## src/rtl/pipeline_control_pkg.sv

```systemverilog
// Shared constants and control-bundle types for the pipeline control block.
package pipeline_control_pkg;

  // Major opcodes recognised by the decoder
  localparam logic [6:0] OP_R_TYPE = 7'b0110011;
  localparam logic [6:0] OP_I_LOGIC = 7'b0010011;
  localparam logic [6:0] OP_LOAD = 7'b0000011;
  localparam logic [6:0] OP_STORE = 7'b0100011;
  localparam logic [6:0] OP_BRANCH = 7'b1100011;
  localparam logic [6:0] OP_LUI = 7'b0110111;
  localparam logic [6:0] OP_AUIPC = 7'b0010111;
  localparam logic [6:0] OP_JAL = 7'b1101111;
  localparam logic [6:0] OP_JALR = 7'b1100111;

  // Base ALU operation codes, zero-extended to ALU_OP_WIDTH on use
  localparam logic [2:0] ALU_CODE_R = 3'b000;
  localparam logic [2:0] ALU_CODE_I = 3'b001;
  localparam logic [2:0] ALU_CODE_MEM = 3'b010;
  localparam logic [2:0] ALU_CODE_BR = 3'b011;
  localparam logic [2:0] ALU_CODE_LUI = 3'b100;
  localparam logic [2:0] ALU_CODE_AUIPC = 3'b101;
  localparam logic [2:0] ALU_CODE_JUMP = 3'b110;
  localparam logic [2:0] ALU_CODE_NONE = 3'b000;

  // Full decoded control bundle (ALU op carried separately, parameter-width)
  typedef struct packed {
    logic branch;
    logic jump;
    logic mem_read;
    logic mem_write;
    logic reg_write;
    logic mem_to_reg;
    logic alu_src;
  } ctrl_t;

  // Controls still needed once an instruction has left EX
  typedef struct packed {
    logic branch;
    logic jump;
    logic mem_read;
    logic mem_write;
    logic reg_write;
    logic mem_to_reg;
  } mem_ctrl_t;

  // Controls still needed once an instruction has left MEM
  typedef struct packed {
    logic reg_write;
    logic mem_to_reg;
  } wb_ctrl_t;

  localparam ctrl_t CTRL_ZERO = 7'b0000000;
  localparam mem_ctrl_t MEM_CTRL_ZERO = 6'b000000;

endpackage

```

## src/rtl/pipeline_control_decoder.sv

```systemverilog
// Combinational opcode decoder producing the control bundle and ALU op code.
// With ILLEGAL_OP_DETECT_EN defined it also flags opcodes outside the table.
module control_decoder
  import pipeline_control_pkg::*;
#(
  parameter int ALU_OP_WIDTH = 3
) (
  input  logic [6:0]              op_i,
  output ctrl_t                   ctrl_o,
`ifdef ILLEGAL_OP_DETECT_EN
  output logic                    illegal_o,
`endif
  output logic [ALU_OP_WIDTH-1:0] alu_op_o
);

  logic [2:0] alu_code_s;

  // Opcode table lookup; unknown opcodes yield an all-zero bundle
  always_comb begin
    ctrl_o = CTRL_ZERO;
    alu_code_s = ALU_CODE_NONE;
`ifdef ILLEGAL_OP_DETECT_EN
    illegal_o = 1'b0;
`endif
    case (op_i)
      OP_R_TYPE: begin
        ctrl_o.reg_write = 1'b1;
        alu_code_s = ALU_CODE_R;
      end
      OP_I_LOGIC: begin
        ctrl_o.reg_write = 1'b1;
        ctrl_o.alu_src = 1'b1;
        alu_code_s = ALU_CODE_I;
      end
      OP_LOAD: begin
        ctrl_o.mem_read = 1'b1;
        ctrl_o.mem_to_reg = 1'b1;
        ctrl_o.reg_write = 1'b1;
        ctrl_o.alu_src = 1'b1;
        alu_code_s = ALU_CODE_MEM;
      end
      OP_STORE: begin
        ctrl_o.mem_write = 1'b1;
        ctrl_o.alu_src = 1'b1;
        alu_code_s = ALU_CODE_MEM;
      end
      OP_BRANCH: begin
        ctrl_o.branch = 1'b1;
        alu_code_s = ALU_CODE_BR;
      end
      OP_LUI: begin
        ctrl_o.reg_write = 1'b1;
        ctrl_o.alu_src = 1'b1;
        alu_code_s = ALU_CODE_LUI;
      end
      OP_AUIPC: begin
        ctrl_o.reg_write = 1'b1;
        ctrl_o.alu_src = 1'b1;
        alu_code_s = ALU_CODE_AUIPC;
      end
      OP_JAL: begin
        ctrl_o.jump = 1'b1;
        ctrl_o.reg_write = 1'b1;
        alu_code_s = ALU_CODE_JUMP;
      end
      OP_JALR: begin
        ctrl_o.jump = 1'b1;
        ctrl_o.reg_write = 1'b1;
        ctrl_o.alu_src = 1'b1;
        alu_code_s = ALU_CODE_JUMP;
      end
      default: begin
        ctrl_o = CTRL_ZERO;
        alu_code_s = ALU_CODE_NONE;
`ifdef ILLEGAL_OP_DETECT_EN
        illegal_o = 1'b1;
`endif
      end
    endcase
  end

  assign alu_op_o = ALU_OP_WIDTH'(alu_code_s);

endmodule

```

## src/rtl/pipeline_control.sv

```systemverilog
// Pipeline control: decode in ID, carry control through EX/MEM/WB registers,
// detect load-use hazards and apply branch/jump flushes.
// Optional feature macro: ILLEGAL_OP_DETECT_EN adds a sticky illegal_o flag.
module pipeline_control
  import pipeline_control_pkg::*;
#(
  parameter int ALU_OP_WIDTH = 3,
  parameter int REG_ADDR_WIDTH = 5
) (
  input  logic                      clk,
  input  logic                      reset,
  input  logic [6:0]                OP_i,
  input  logic [REG_ADDR_WIDTH-1:0] rs1_i,
  input  logic [REG_ADDR_WIDTH-1:0] rs2_i,
  input  logic [REG_ADDR_WIDTH-1:0] rd_i,
  input  logic                      id_valid_i,
  input  logic                      flush_i,
  output logic                      stall_o,
  output logic                      Branch_ex_o,
  output logic                      Jump_ex_o,
  output logic                      ALU_Src_ex_o,
  output logic [ALU_OP_WIDTH-1:0]   ALU_Op_ex_o,
  output logic [REG_ADDR_WIDTH-1:0] ex_rd_o,
  output logic                      Branch_mem_o,
  output logic                      Jump_mem_o,
  output logic                      Mem_Read_mem_o,
  output logic                      Mem_Write_mem_o,
  output logic [REG_ADDR_WIDTH-1:0] mem_rd_o,
`ifdef ILLEGAL_OP_DETECT_EN
  output logic                      illegal_o,
`endif
  output logic                      Reg_Write_wb_o,
  output logic                      Mem_to_Reg_wb_o,
  output logic [REG_ADDR_WIDTH-1:0] wb_rd_o
);

  localparam logic [REG_ADDR_WIDTH-1:0] RD_ZERO = {REG_ADDR_WIDTH{1'b0}};
  localparam logic [ALU_OP_WIDTH-1:0] ALU_OP_ZERO = {ALU_OP_WIDTH{1'b0}};

  ctrl_t                     dec_ctrl_s;
  ctrl_t                     id_ctrl_s;
  logic [ALU_OP_WIDTH-1:0]   dec_alu_op_s;
  logic                      stall_s;
  logic                      id_capture_s;

  logic                      ex_valid_r;
  ctrl_t                     ex_ctrl_r;
  logic [ALU_OP_WIDTH-1:0]   ex_alu_op_r;
  logic [REG_ADDR_WIDTH-1:0] ex_rd_r;
  mem_ctrl_t                 mem_ctrl_r;
  logic [REG_ADDR_WIDTH-1:0] mem_rd_r;
  wb_ctrl_t                  wb_ctrl_r;
  logic [REG_ADDR_WIDTH-1:0] wb_rd_r;

`ifdef ILLEGAL_OP_DETECT_EN
  logic dec_illegal_s;
  logic illegal_r;
`endif

  control_decoder #(
    .ALU_OP_WIDTH(ALU_OP_WIDTH)
  ) u_decoder (
    .op_i     (OP_i),
    .ctrl_o   (dec_ctrl_s),
`ifdef ILLEGAL_OP_DETECT_EN
    .illegal_o(dec_illegal_s),
`endif
    .alu_op_o (dec_alu_op_s)
  );

  // Writes to x0 are architecturally void, so drop RegWrite before capture
  always_comb begin
    id_ctrl_s = dec_ctrl_s;
    if (rd_i == RD_ZERO) begin
      id_ctrl_s.reg_write = 1'b0;
    end else begin
      id_ctrl_s.reg_write = dec_ctrl_s.reg_write;
    end
  end

  // Load-use hazard against the load currently in EX; a flush overrides it
  always_comb begin
    if (id_valid_i && ex_valid_r && ex_ctrl_r.mem_read && (ex_rd_r != RD_ZERO) &&
        ((ex_rd_r == rs1_i) || (ex_rd_r == rs2_i)) && !flush_i) begin
      stall_s = 1'b1;
    end else begin
      stall_s = 1'b0;
    end
  end

  assign id_capture_s = id_valid_i & ~stall_s & ~flush_i;

  // ID/EX register: real instruction or an all-zero bubble
  always_ff @(posedge clk or posedge reset) begin
    if (reset) begin
      ex_valid_r <= 1'b0;
      ex_ctrl_r <= CTRL_ZERO;
      ex_alu_op_r <= ALU_OP_ZERO;
      ex_rd_r <= RD_ZERO;
    end else if (id_capture_s) begin
      ex_valid_r <= 1'b1;
      ex_ctrl_r <= id_ctrl_s;
      ex_alu_op_r <= dec_alu_op_s;
      ex_rd_r <= rd_i;
    end else begin
      ex_valid_r <= 1'b0;
      ex_ctrl_r <= CTRL_ZERO;
      ex_alu_op_r <= ALU_OP_ZERO;
      ex_rd_r <= RD_ZERO;
    end
  end

  // EX/MEM register: the instruction in EX is killed by a flush
  always_ff @(posedge clk or posedge reset) begin
    if (reset) begin
      mem_ctrl_r <= MEM_CTRL_ZERO;
      mem_rd_r <= RD_ZERO;
    end else if (flush_i) begin
      mem_ctrl_r <= MEM_CTRL_ZERO;
      mem_rd_r <= RD_ZERO;
    end else begin
      mem_ctrl_r <= '{branch:     ex_ctrl_r.branch,
                      jump:       ex_ctrl_r.jump,
                      mem_read:   ex_ctrl_r.mem_read,
                      mem_write:  ex_ctrl_r.mem_write,
                      reg_write:  ex_ctrl_r.reg_write,
                      mem_to_reg: ex_ctrl_r.mem_to_reg};
      mem_rd_r <= ex_rd_r;
    end
  end

  // MEM/WB register: the flushing instruction itself always retires
  always_ff @(posedge clk or posedge reset) begin
    if (reset) begin
      wb_ctrl_r <= 2'b00;
      wb_rd_r <= RD_ZERO;
    end else begin
      wb_ctrl_r <= '{reg_write: mem_ctrl_r.reg_write, mem_to_reg: mem_ctrl_r.mem_to_reg};
      wb_rd_r <= mem_rd_r;
    end
  end

`ifdef ILLEGAL_OP_DETECT_EN
  // Sticky flag for an unknown opcode that actually enters the pipeline
  always_ff @(posedge clk or posedge reset) begin
    if (reset) begin
      illegal_r <= 1'b0;
    end else if (id_capture_s && dec_illegal_s) begin
      illegal_r <= 1'b1;
    end else begin
      illegal_r <= illegal_r;
    end
  end

  assign illegal_o = illegal_r;
`endif

  assign stall_o = stall_s;
  assign Branch_ex_o = ex_ctrl_r.branch;
  assign Jump_ex_o = ex_ctrl_r.jump;
  assign ALU_Src_ex_o = ex_ctrl_r.alu_src;
  assign ALU_Op_ex_o = ex_alu_op_r;
  assign ex_rd_o = ex_rd_r;
  assign Branch_mem_o = mem_ctrl_r.branch;
  assign Jump_mem_o = mem_ctrl_r.jump;
  assign Mem_Read_mem_o = mem_ctrl_r.mem_read;
  assign Mem_Write_mem_o = mem_ctrl_r.mem_write;
  assign mem_rd_o = mem_rd_r;
  assign Reg_Write_wb_o = wb_ctrl_r.reg_write;
  assign Mem_to_Reg_wb_o = wb_ctrl_r.mem_to_reg;
  assign wb_rd_o = wb_rd_r;

endmodule

```

## config.mk

```make
export PLATFORM = sky130hd
export DESIGN_NAME = pipeline_control
export DESIGN_NICKNAME = d
export VERILOG_FILES = /design/src/rtl/pipeline_control_pkg.sv /design/src/rtl/pipeline_control_decoder.sv /design/src/rtl/pipeline_control.sv
export SDC_FILE = /design/constraint.sdc
export NUM_CORES = 1
export LEC_CHECK = 0
export CAP_MARGIN = 20
export CORE_ASPECT_RATIO = 1.5
export CORE_UTILIZATION = 41
export DETAILED_ROUTE_END_ITERATION = 6
export PLACE_DENSITY = 0.79
export SYNTH_ARGS = -nofsm -noshare
export SYNTH_HDL_FRONTEND = slang
export SYNTH_SLANG_ARGS = --single-unit
export TNS_END_PERCENT = 10
```

## constraint.sdc

```tcl
create_clock -name clk -period 2.4 [get_ports clk]
set_clock_uncertainty 0.1 [all_clocks]
set_input_delay 0.36 -clock clk [delete_from_list [all_inputs] [get_ports clk]]
set_output_delay 0.36 -clock clk [all_outputs]
set_load 0.01 [all_outputs]
```

==> flow_metrics.tcl, run 1 <==
set metrics [dict create \
    diodes 0 \
    viasPerCell 4.967 \
    period_share 0.9803 \
    avgSynthCellArea_um2 12.30 \
    hold_violations 0 \
    synth_nets 130 \
    sequentialPowerShare 0.493 \
    rr_worst_depth 8 \
    io-pin-count 54 \
    grt_max_degree 33 \
    synth_compound_area_frac 0.08611 \
    min_path_cells 0 \
    synth_area_mm2 0.001279 \
    worstPathRequired_ns 1.94 \
    ys_seq_area_frac 0.6262 \
    fin_crit_ns 2.353 \
    slew_headroom 0.7490 \
    synthDistinctLibCells 24 \
    finalMaxSlewViolations 0 \
    yosys-top-cells-area "dfrtp_1 (63%), xor2_1 (6.8%), nor2b_1 (5.9%), nor2_1 (3.2%), and3_1 (2.4%)" \
    peakVddDrop_uv 393.1 \
    p_sw_uw 244.2 \
    cp_cell_sequence "buf_4 > xor2_1 > nor3_1 > a22oi_1 > or2_4 > inv_1 > dlygate4sd2_1" \
    ys_ff_latch 32 \
    num_rows 24 \
    io_buffers 53 \
    die-height_um 70.40 \
    critPathTopFamily "simple AND/OR/NAND/NOR gates" \
    synth_top_flop_cell "dfrtp_1" \
    h-tree-depth 2 \
    ys_warn_count 0 \
    initial_core_util 0.4345 \
    drt_iter0_drc 26 \
    clockBufferDepth 2 \
    hold_start "mem_ctrl_r[1]" \
    rrSetupSlack_ns 0.38 \
    nNetsFinal 202 \
    synthToLayoutAreaGrowth_pct 60.67 \
    synth_edf_count 0 \
    antenna_found_initial 0 \
    clockRootBuffer "clkbuf_8" \
    cts_buffers 5 \
    path_clk_slew_ns 0.06 \
    timing.rr.end "Jump_ex_o" \
    gp_congestion 0.8248 \
    fmax_ghz 0.4251 \
    outcome "completed" \
    finalSetupViolCount 0 \
    die_w_um 47.60 \
    grt_pass1_vias 1084 \
    synth_top_family_by_area "simple AND/OR/NAND/NOR gates" \
    top_usage_layer "met2" \
    die_area_mm2 0.003351 \
    yosys.area.top_type "dfrtp_1" \
    use_met3 0.08527 \
    synthSimpleGateAreaFrac 0.2016 \
    syn_inst 104 \
    numClockSinks 32 \
    grt_pass1_wl_um 4498 \
    postRouteAntennaNets 0 \
    grt_use_met2 0.3349 \
    timing.rr.start "ex_rd_o[2]" \
    cts_tree "done" \
    internal_power_uw 883.2 \
    hpwl_um 2132 \
    overflow 0 \
    drive_above_1_share 0.1534 \
    synth_fa_ha_area_frac 0 \
    use_met1 0.1747 \
    power.total_uw 1127 \
    synth_top_area_frac 0.6262 \
    cpMaxStageDelayCell "dfrtp_2" \
    hold_end "Reg_Write_wb_o" \
    path_max_fanout 4 \
    first_pass_iters 3 \
    synth_async_sr_flop_share 1.000 \
    gr-usage-all-layers 0.1973 \
    worst_slew_pin_slew_ns 0.3765 \
    core_area_mm2 0.002943 \
    synth_xor_area_frac 0.06849 \
    cp.arrival_ns 1.89 \
    vias 1068 \
    start_kind "register" \
    hold_class "reg -> reg" \
    leakage_uw 0.0009540 \
    synthMuxAreaShare 0 \
    wl_per_cell_um 12.91 \
    drv_cap 0 \
    p_clk_frac 0.381 \
    path_buf_inv 3 \
    cts_hold_buf 0 \
    slowest_delay_ns 0.42 \
    power_density_mw_per_mm2 548.7 \
    fin_area_mm2 0.002054 \
    drc 0 \
    worstSkewPairLatency_ns 0.28 \
    cp-end-kind "output pin" \
    swShare 0.2166 \
    critPathKind "reg -> out" \
    wl_um 2775 \
    combPwrFrac 0.126 \
    placed_cell_area_mm2 0.001911 \
]
final cells by class:
cell class                 instances  area [µm²]
fill                             244       888.4
sequential                        32       802.0
timing repair buffer              67       634.4
multi-input combinational         66       457.9
clock buffer                       7       96.34
tap                               39       48.80
inverter                           4       15.01
cell families after synthesis:
| group | after synthesis |
|---|---|
| AND/OR/NAND/NOR | 46 |
| flip-flops | 32 |
| AO/OA/AOI/OAI | 10 |
| XOR/XNOR | 10 |
| buffers and inverters | 6 |
cell usage in the layout (no fill, tap or decap), types with 4 or more instances in the layout:
cell             instances
nor2b_1                 12
clkdlybuf4s50_1         52
xor2_1                  10
a21oi_1                  4
clkbuf_8                 7
dfrtp_1                 31
nor3_1                   5
inv_1                    4
and3_1                   5
buf_4                   14
nor2_1                  11
power by group through the flow:
stage	Sequential (µW)	Combinational, µW	Clock (µW)
finish	555	142	430
floorplan	570	48.7	0
global route	556	155	468
CTS	555	142	438
global placement	565	133	0
detailed placement	565	137	0
metrics by stage:
stage	instances	utilization	setup slack, ns	hold WS, ns	TNS [ns]
3_5_place_dp	202	0.6492	-0.1567	0.2355	-0.1567
6_report	215	0.6981	0.04740	0.2469	0
2_1_floorplan	104	-	0.4583	0.2312	0
5_1_grt	215	0.6981	-0.01388	0.2530	-0.01388
4_1_cts	214	0.6947	0.008265	0.2483	0
3_3_place_gp	202	0.6492	-0.1452	0.2357	-0.1452
metal layers:
layer	up-vias	wire length, µm	share of wire
li1	493	-	-
met1	517	921	0.33
met2	46	1528	0.55
met3	12	222	0.080
met4	0	102	0.037
met5	-	0	0
worst register-to-register path, stage by stage, from the launching register on:
cell	delay, ns
dfrtp_2	0.42
buf_4	0.14
xor2_1	0.16
nor3_1	0.19
a22oi_1	0.13
buf_4	0.15
buf_4	0.13
o21ai_4	0.28
and2b_1	0.22
how the worst max path moves through the flow:
stage	start	endpoint	slack [ns]	cells past startpoint
after floorplan	ex_rd_o[1]	stall_o	0.46	4
after global placement	rs2_i[2]	stall_o	-0.15	7
after detailed placement	rs2_i[2]	stall_o	-0.16	7
after CTS	ex_rd_o[2]	stall_o	0.008	5
after global routing	ex_rd_o[2]	stall_o	-0.01	7
final	ex_rd_o[2]	stall_o	0.05	7
registers in the layout, indices dropped and copies added (netlist names):
name,cells
ALU_Op_ex_o,3
Mem_Read_mem_o,1
ex_rd_o,5
Jump_mem_o,1
wb_rd_o,5
ex_ctrl_r,3
ex_valid_r,1
Branch_ex_o,1
Reg_Write_wb_o,1
ALU_Src_ex_o,1
Jump_ex_o,1
mem_ctrl_r,1
Mem_Write_mem_o,1
Mem_to_Reg_wb_o,1
Branch_mem_o,1
mem_rd_o,5
synth_stat cells, types with 2 or more instances:
library cell and count:
nor2b_1 12, nand2_1 2, nor3_1 5, xor2_1 10, nor2_1 11, clkbuf_1 2
nor4_1 3, inv_1 4, dfrtp_1 32, nor3b_1 2, and3_1 5, a21oi_1 4
what timing repair did:
item	4_1_cts	5_1_grt
endpoints found under the setup margin	1	1
buffers inserted	5	1
pin swaps	2	5
gates resized for setup	2	1
(Power assumes the default switching activity.)
==> run 2: changes to the inputs <==
--- a/config.mk
+++ b/config.mk
@@ -5,11 +5,12 @@
 export SDC_FILE = /design/constraint.sdc
 export NUM_CORES = 1
 export LEC_CHECK = 0
+export ABC_AREA = 1
 export CAP_MARGIN = 20
 export CORE_ASPECT_RATIO = 1.5
-export CORE_UTILIZATION = 41
+export CORE_UTILIZATION = 43
 export DETAILED_ROUTE_END_ITERATION = 6
-export PLACE_DENSITY = 0.79
+export PLACE_DENSITY = 0.8
 export SYNTH_ARGS = -nofsm -noshare
 export SYNTH_HDL_FRONTEND = slang
 export SYNTH_SLANG_ARGS = --single-unit
==> run 2 against run 1 <==
Compared with the run above:
- combinational power fell by 8%
- total power fell by 6.9%
- via count rose by 11%
- clock power fell by 16%
- routed wire length fell by 11%
- flip-flop and latch count did not move
- sequential power barely moved
- final cell count rose by 23%
- setup slack improved by 0.39 ns
- sequential share of layout area rose by 0.058 points
- critical endpoint unchanged
- highest routed layer unchanged
==> flow_metrics.tcl, run 2 <==
set metrics [dict create \
    synth_top_area_frac 0.5761 \
    fmax_ghz 0.5107 \
    cts_buffers 5 \
    slew_headroom 0.7481 \
    synth_edf_count 0 \
    yosys.area.top_type "dfrtp_1" \
    finalSetupViolCount 0 \
    initial_core_util 0.4629 \
    cts_hold_buf 0 \
    clockBufferDepth 2 \
    yosys-top-cells-area "dfrtp_1 (58%), nor2_1 (8.9%), inv_1 (8.4%), nand2_1 (7.8%), nor2_2 (4.1%)" \
    period_share 0.8158 \
    hold_violations 0 \
    finalMaxSlewViolations 0 \
    num_rows 24 \
    rsz0062_at_grt "false" \
    hpwl_um 1976 \
    cp.arrival_ns 1.50 \
    start_kind "input pin" \
    syn_inst 164 \
    grt_pass1_vias 1119 \
    drv_cap 0 \
    synth_common_cells "nor2_1 (33), dfrtp_1 (32), inv_1 (31), nand2_1 (29)" \
    critPathKind "in -> out" \
    diodes 0 \
    tns_ns 0 \
    io_buffers 53 \
    overflow 0 \
    numClockSinks 32 \
    nNetsFinal 251 \
    synth_top_flop_cell "dfrtp_1" \
    hold_class "reg -> reg" \
    core_area_mm2 0.003003 \
    worstSkewPairLatency_ns 0.27 \
    io-pin-count 54 \
    drive_above_1_share 0.1156 \
    die_area_mm2 0.003469 \
    clockRootBuffer "clkbuf_8" \
    ys_seq_area_frac 0.5761 \
    ys_ff_latch 32 \
    final_cell_mix "clkdlybuf4s50_1 (52), nor2_1 (33), dfrtp_1 (32)" \
    gr-usage-all-layers 0.1676 \
    gp_congestion 0.8007 \
    grt_max_degree 33 \
    cts-resized-gates 0 \
    avgSynthCellArea_um2 8.476 \
    wl_um 2479 \
    first_pass_iters 4 \
    fillers 248 \
    post_cts_buffers 0 \
    synth_async_sr_flop_share 1.000 \
    wl_per_cell_um 9.390 \
    antenna_found_initial 0 \
    postRouteAntennaNets 0 \
    drc 0 \
    worst_slew_pin_slew_ns 0.3779 \
    fin_area_mm2 0.002048 \
    synthToLayoutAreaGrowth_pct 47.34 \
    synth_nets 190 \
    synthDistinctLibCells 18 \
    ys_warn_count 0 \
    path_max_fanout 2 \
    drt_iter0_drc 24 \
    placed_cell_area_mm2 0.001968 \
    h-tree-depth 2 \
    die-height_um 71.64 \
    outcome "completed" \
    cp-end-kind "output pin" \
    layout_commonest_cell "clkdlybuf4s50_1" \
    vias 1185 \
    die_w_um 48.43 \
    grt_pass1_wl_um 4360 \
    leakage_uw 0.001042 \
    path_clk_slew_ns 0.06 \
    viasPerCell 4.489 \
    power_density_mw_per_mm2 512.3 \
    fin_crit_ns 1.958 \
    synth_most_common_cell "nor2_1" \
    synth_area_mm2 0.001390 \
    peakVddDrop_uv 391.8 \
    postLayoutCoreUtil 0.6821 \
    worstPathRequired_ns 1.94 \
    cts_tree "done" \
]
==> run 2: cell types whose count changed after synthesis, sizes merged, moves of 3 or more <==
cell   before  now
nand3       1    9
inv         4   35
and3        5    0
nor2b      12    0
nand2       2   31
nor4        3    0
nor2       11   42
xor2       10    0
==> run 2: cells by family (layout without fill, tap and decap cells) <==
family	after synthesis	count (layout)	synth area share
AND/OR/NAND/NOR	90	90	0.2871
buffers and inverters	37	98	0.1116
flip-flops	32	32	0.5761
XOR/XNOR	2	2	0.01260
AO/OA/AOI/OAI	3	3	0.01260
==> run 2: worst max-delay path: stages <==
cell	delay, ns
clkdlybuf4s50_1	0.48
inv_1	0.04
nand2_1	0.05
nand2_1	0.05
nor2_1	0.12
nand3_1	0.08
nand2_1	0.08
nand2_2	0.05
inv_1	0.04
dlymetal6s2s_1	0.15
==> run 2: path summary, 6_finish.rpt <==
| path | slack [ns] | end | cells past startpoint | start |
|---|---|---|---|---|
| worst max register to register | 0.85 | ex_rd_o[1] | 10 | ex_rd_o[0] |
| worst max-delay path | 0.44 | stall_o | 10 | rs1_i[1] |
| min in group asynchronous | 0.36 | Mem_to_Reg_wb_o | 3 | reset |
| worst min register to register | 0.25 | Reg_Write_wb_o | 0 | mem_ctrl_r[1] |
| max in group asynchronous | 1.57 | ex_rd_o[1] | 3 | reset |
| worst min-delay path | 0.25 | Reg_Write_wb_o | 0 | mem_ctrl_r[1] |
==> run 2: where the power goes <==
part	total, µW	leakage (µW)	internal, µW	switching (µW)
registers	556	0.000441	549	6.49
logic	130	0.000560	69.7	60.7
clock network	363	0.0000410	196	167
total	1050	0.00104	815	234
==> run 2: area by class of cell <==
| type | count | area, µm² | area share |
|---|---|---|---|
| clock buffers | 6 | 72.57 | 0.03543 |
| well taps | 39 | 48.80 | 0.02382 |
| repair buffers | 56 | 555.5 | 0.2712 |
| clock inverters | 1 | 5.005 | 0.002443 |
| multi-input cells | 95 | 434.2 | 0.2120 |
| flip-flops and latches | 32 | 800.8 | 0.3910 |
| inverters | 35 | 131.4 | 0.06414 |
==> run 2: stage by stage <==
stage	power, µW	std cells	hold slack (ns)	worst slack [ns]
CTS	1065	264	0.2541	0.05935
detailed placement	697.6	257	0.2404	0.05824
global route	1105	264	0.2694	0.3182
global placement	695.1	257	0.2327	0.05903
finish	1049	264	0.2504	0.4421
floorplan	625.6	164	0.2312	0.9816
==> run 2: per-layer routing <==
layer,track usage,share of wire,routed length (µm)
met1,0.1499,0.37,907
met2,0.3177,0.56,1376
met3,0.06157,0.052,129
met4,0.09477,0.026,65
met5,0,0,0
==> run 3: changes to the inputs <==
--- a/config.mk
+++ b/config.mk
@@ -8,9 +8,9 @@
 export ABC_AREA = 1
 export CAP_MARGIN = 20
 export CORE_ASPECT_RATIO = 1.5
-export CORE_UTILIZATION = 43
+export CORE_UTILIZATION = 39
 export DETAILED_ROUTE_END_ITERATION = 6
-export PLACE_DENSITY = 0.8
+export PLACE_DENSITY = 0.77
 export SYNTH_ARGS = -nofsm -noshare
 export SYNTH_HDL_FRONTEND = slang
 export SYNTH_SLANG_ARGS = --single-unit
==> constraint.sdc (replaced) <==
create_clock -name clk -period 1.65 [get_ports clk]
set_clock_uncertainty 0.1 [all_clocks]
set_input_delay 0.2475 -clock clk [delete_from_list [all_inputs] [get_ports clk]]
set_output_delay 0.2475 -clock clk [all_outputs]
set_load 0.01 [all_outputs]
==> run 3 against run 2 <==
Compared with the run above:
- the run now ends with setup timing left
- largest power group unchanged
- sequential share of layout area fell by 1.6 points
- via count is 5.1% higher
- critical endpoint unchanged
- total power up 47%
- cell area up 4.7%
- non-clock buffer count grew 14
- combinational power grew 59%
- highest routed layer unchanged
==> flow_metrics.tcl, run 3 (synthesis gave the netlist of run 2 again) <==
set metrics [dict create \
    postRouteAntennaNets 0 \
    synthToLayoutAreaGrowth_pct 54.28 \
    finalMaxSlewViolations 0 \
    cp.arrival_ns 1.44 \
    grt_pass1_wl_um 4312 \
    nNetsFinal 265 \
    power_density_mw_per_mm2 721.7 \
    cp-startpoint "rs2_i[2]" \
    worstSkewPairLatency_ns 0.27 \
    die_w_um 50.75 \
    vias 1245 \
    peakVddDrop_uv 539.8 \
    grt_pass1_vias 1147 \
    h-tree-depth 2 \
    rsz0062_at_grt "true" \
    io-pin-count 54 \
    overflow 0 \
    clockBufferDepth 2 \
    finalSetupViolCount 1 \
    cts_hold_buf 0 \
    layout_commonest_cell "clkdlybuf4s50_1" \
    critPathKind "in -> out" \
    setup_ws_ns -0.1356 \
    path_max_fanout 2 \
    slew_headroom 0.7492 \
    drv_cap 0 \
    cts_tree "done" \
    gp_congestion 0.7422 \
    clockRootBuffer "clkbuf_8" \
    wl_um 2687 \
    placedCellCount 270 \
    start_kind "input pin" \
    die-height_um 75.12 \
    final_cell_mix "clkdlybuf4s50_1 (45), nor2_1 (32), inv_1 (31)" \
    hold_violations 0 \
    core_area_mm2 0.003416 \
    antenna_found_initial 0 \
    viasPerCell 4.431 \
    diodes 0 \
    final_cells 281 \
    period_share 1.082 \
    die_area_mm2 0.003812 \
    timing.rr.start "ex_rd_o[0]" \
    initial_core_util 0.4070 \
    tns_ns -0.1356 \
    power.total_uw 1548 \
    grt_max_degree 33 \
    fin_crit_ns 1.786 \
    fmax_ghz 0.5600 \
    worst_slew_pin_slew_ns 0.3762 \
    drive_above_1_share 0.2008 \
    leakage_uw 0.001110 \
    cts_buffers 5 \
    drc 0 \
    violations "setup timing" \
    numClockSinks 32 \
    drt_iter0_drc 15 \
    worstPathRequired_ns 1.30 \
    cp-end-kind "output pin" \
    io_buffers 53 \
    wl_per_cell_um 9.562 \
    hpwl_um 2095 \
    outcome "complete, but fails checks" \
    hold-worst-slack_ns 0.2416 \
    gr-usage-all-layers 0.1566 \
    num_rows 26 \
    hold_class "in -> async" \
    first_pass_iters 4 \
    path_clk_slew_ns 0.06 \
]
==> run 3: changes by cell type in the layout (fill, tap and decap cells not counted) <==
cell	delta
dfrtp_2	+2
buf_4	+18
nor2_2	+1
dfrtp_1	-2
clkdlybuf4s50_1	-7
buf_2	+1
nor2_1	-1
dlygate4sd2_1	+2
==> run 3: layout make-up <==
cell class / count / area, µm²
well taps: 42 / 52.55
inverters: 35 / 131.4
clock buffers: 6 / 72.57
flip-flops and latches: 32 / 803.3
multi-input cells: 95 / 436.7
clock inverters: 1 / 5.005
fillers: 311 / 1271
repair buffers: 70 / 643.1
==> run 3: path summary, 6_finish.rpt <==
| path | cells past startpoint | slack, ns | end |
|---|---|---|---|
| setup / recovery | 10 | -0.14 | stall_o |
| hold / removal | 3 | 0.24 | Jump_mem_o |
| setup reg to reg | 9 | 0.06 | ex_rd_o[0] |
| hold reg to reg | 0 | 0.26 | Reg_Write_wb_o |
| max in group asynchronous | 3 | 0.90 | ex_rd_o[0] |
| min in group clk | 0 | 0.26 | Reg_Write_wb_o |
==> run 3: what timing repair did <==
action | CTS | global route
setup endpoints to repair | 6 | 6
gates resized for setup | 11 | 3
pin swaps | 3 | 2
cloned | 0 | 0
buffers inserted | 1 | 3
==> run 3: critical path, stage by stage <==
cell	delay, ns
clkdlybuf4s50_1	0.51
inv_1	0.06
nand2_1	0.06
nand2_1	0.05
nor2_1	0.11
nand3_1	0.11
nand2_1	0.09
nand2_2	0.05
inv_1	0.04
buf_2	0.11
==> run 3: report_power, final <==
group	total (µW)	internal (µW)	switching, µW
sequential	809	799	9.76
clock	532	286	246
combinational	207	113	93.7
total	1550	1200	350
==> run 3: metal layers <==
metal | vias to the layer above | GRT usage | part of all wire
li1 | 627 | - | -
met1 | 577 | 0.1414 | 0.34
met2 | 35 | 0.2993 | 0.59
met3 | 6 | 0.04444 | 0.039
met4 | 0 | 0.1019 | 0.028
met5 | - | 0 | 0
==> run 3: metrics by stage <==
| stage | cell area [µm²] | util | setup slack (ns) |
|---|---|---|---|
| after floorplan | 1390 | - | 0.3078 |
| after global placement | 2047 | 0.5993 | -0.4682 |
| after detailed placement | 2047 | 0.5993 | -0.4909 |
| after CTS | 2116 | 0.6194 | -0.07939 |
| after global routing | 2145 | 0.6278 | -0.2495 |
| final | 2145 | 0.6278 | -0.1356 |
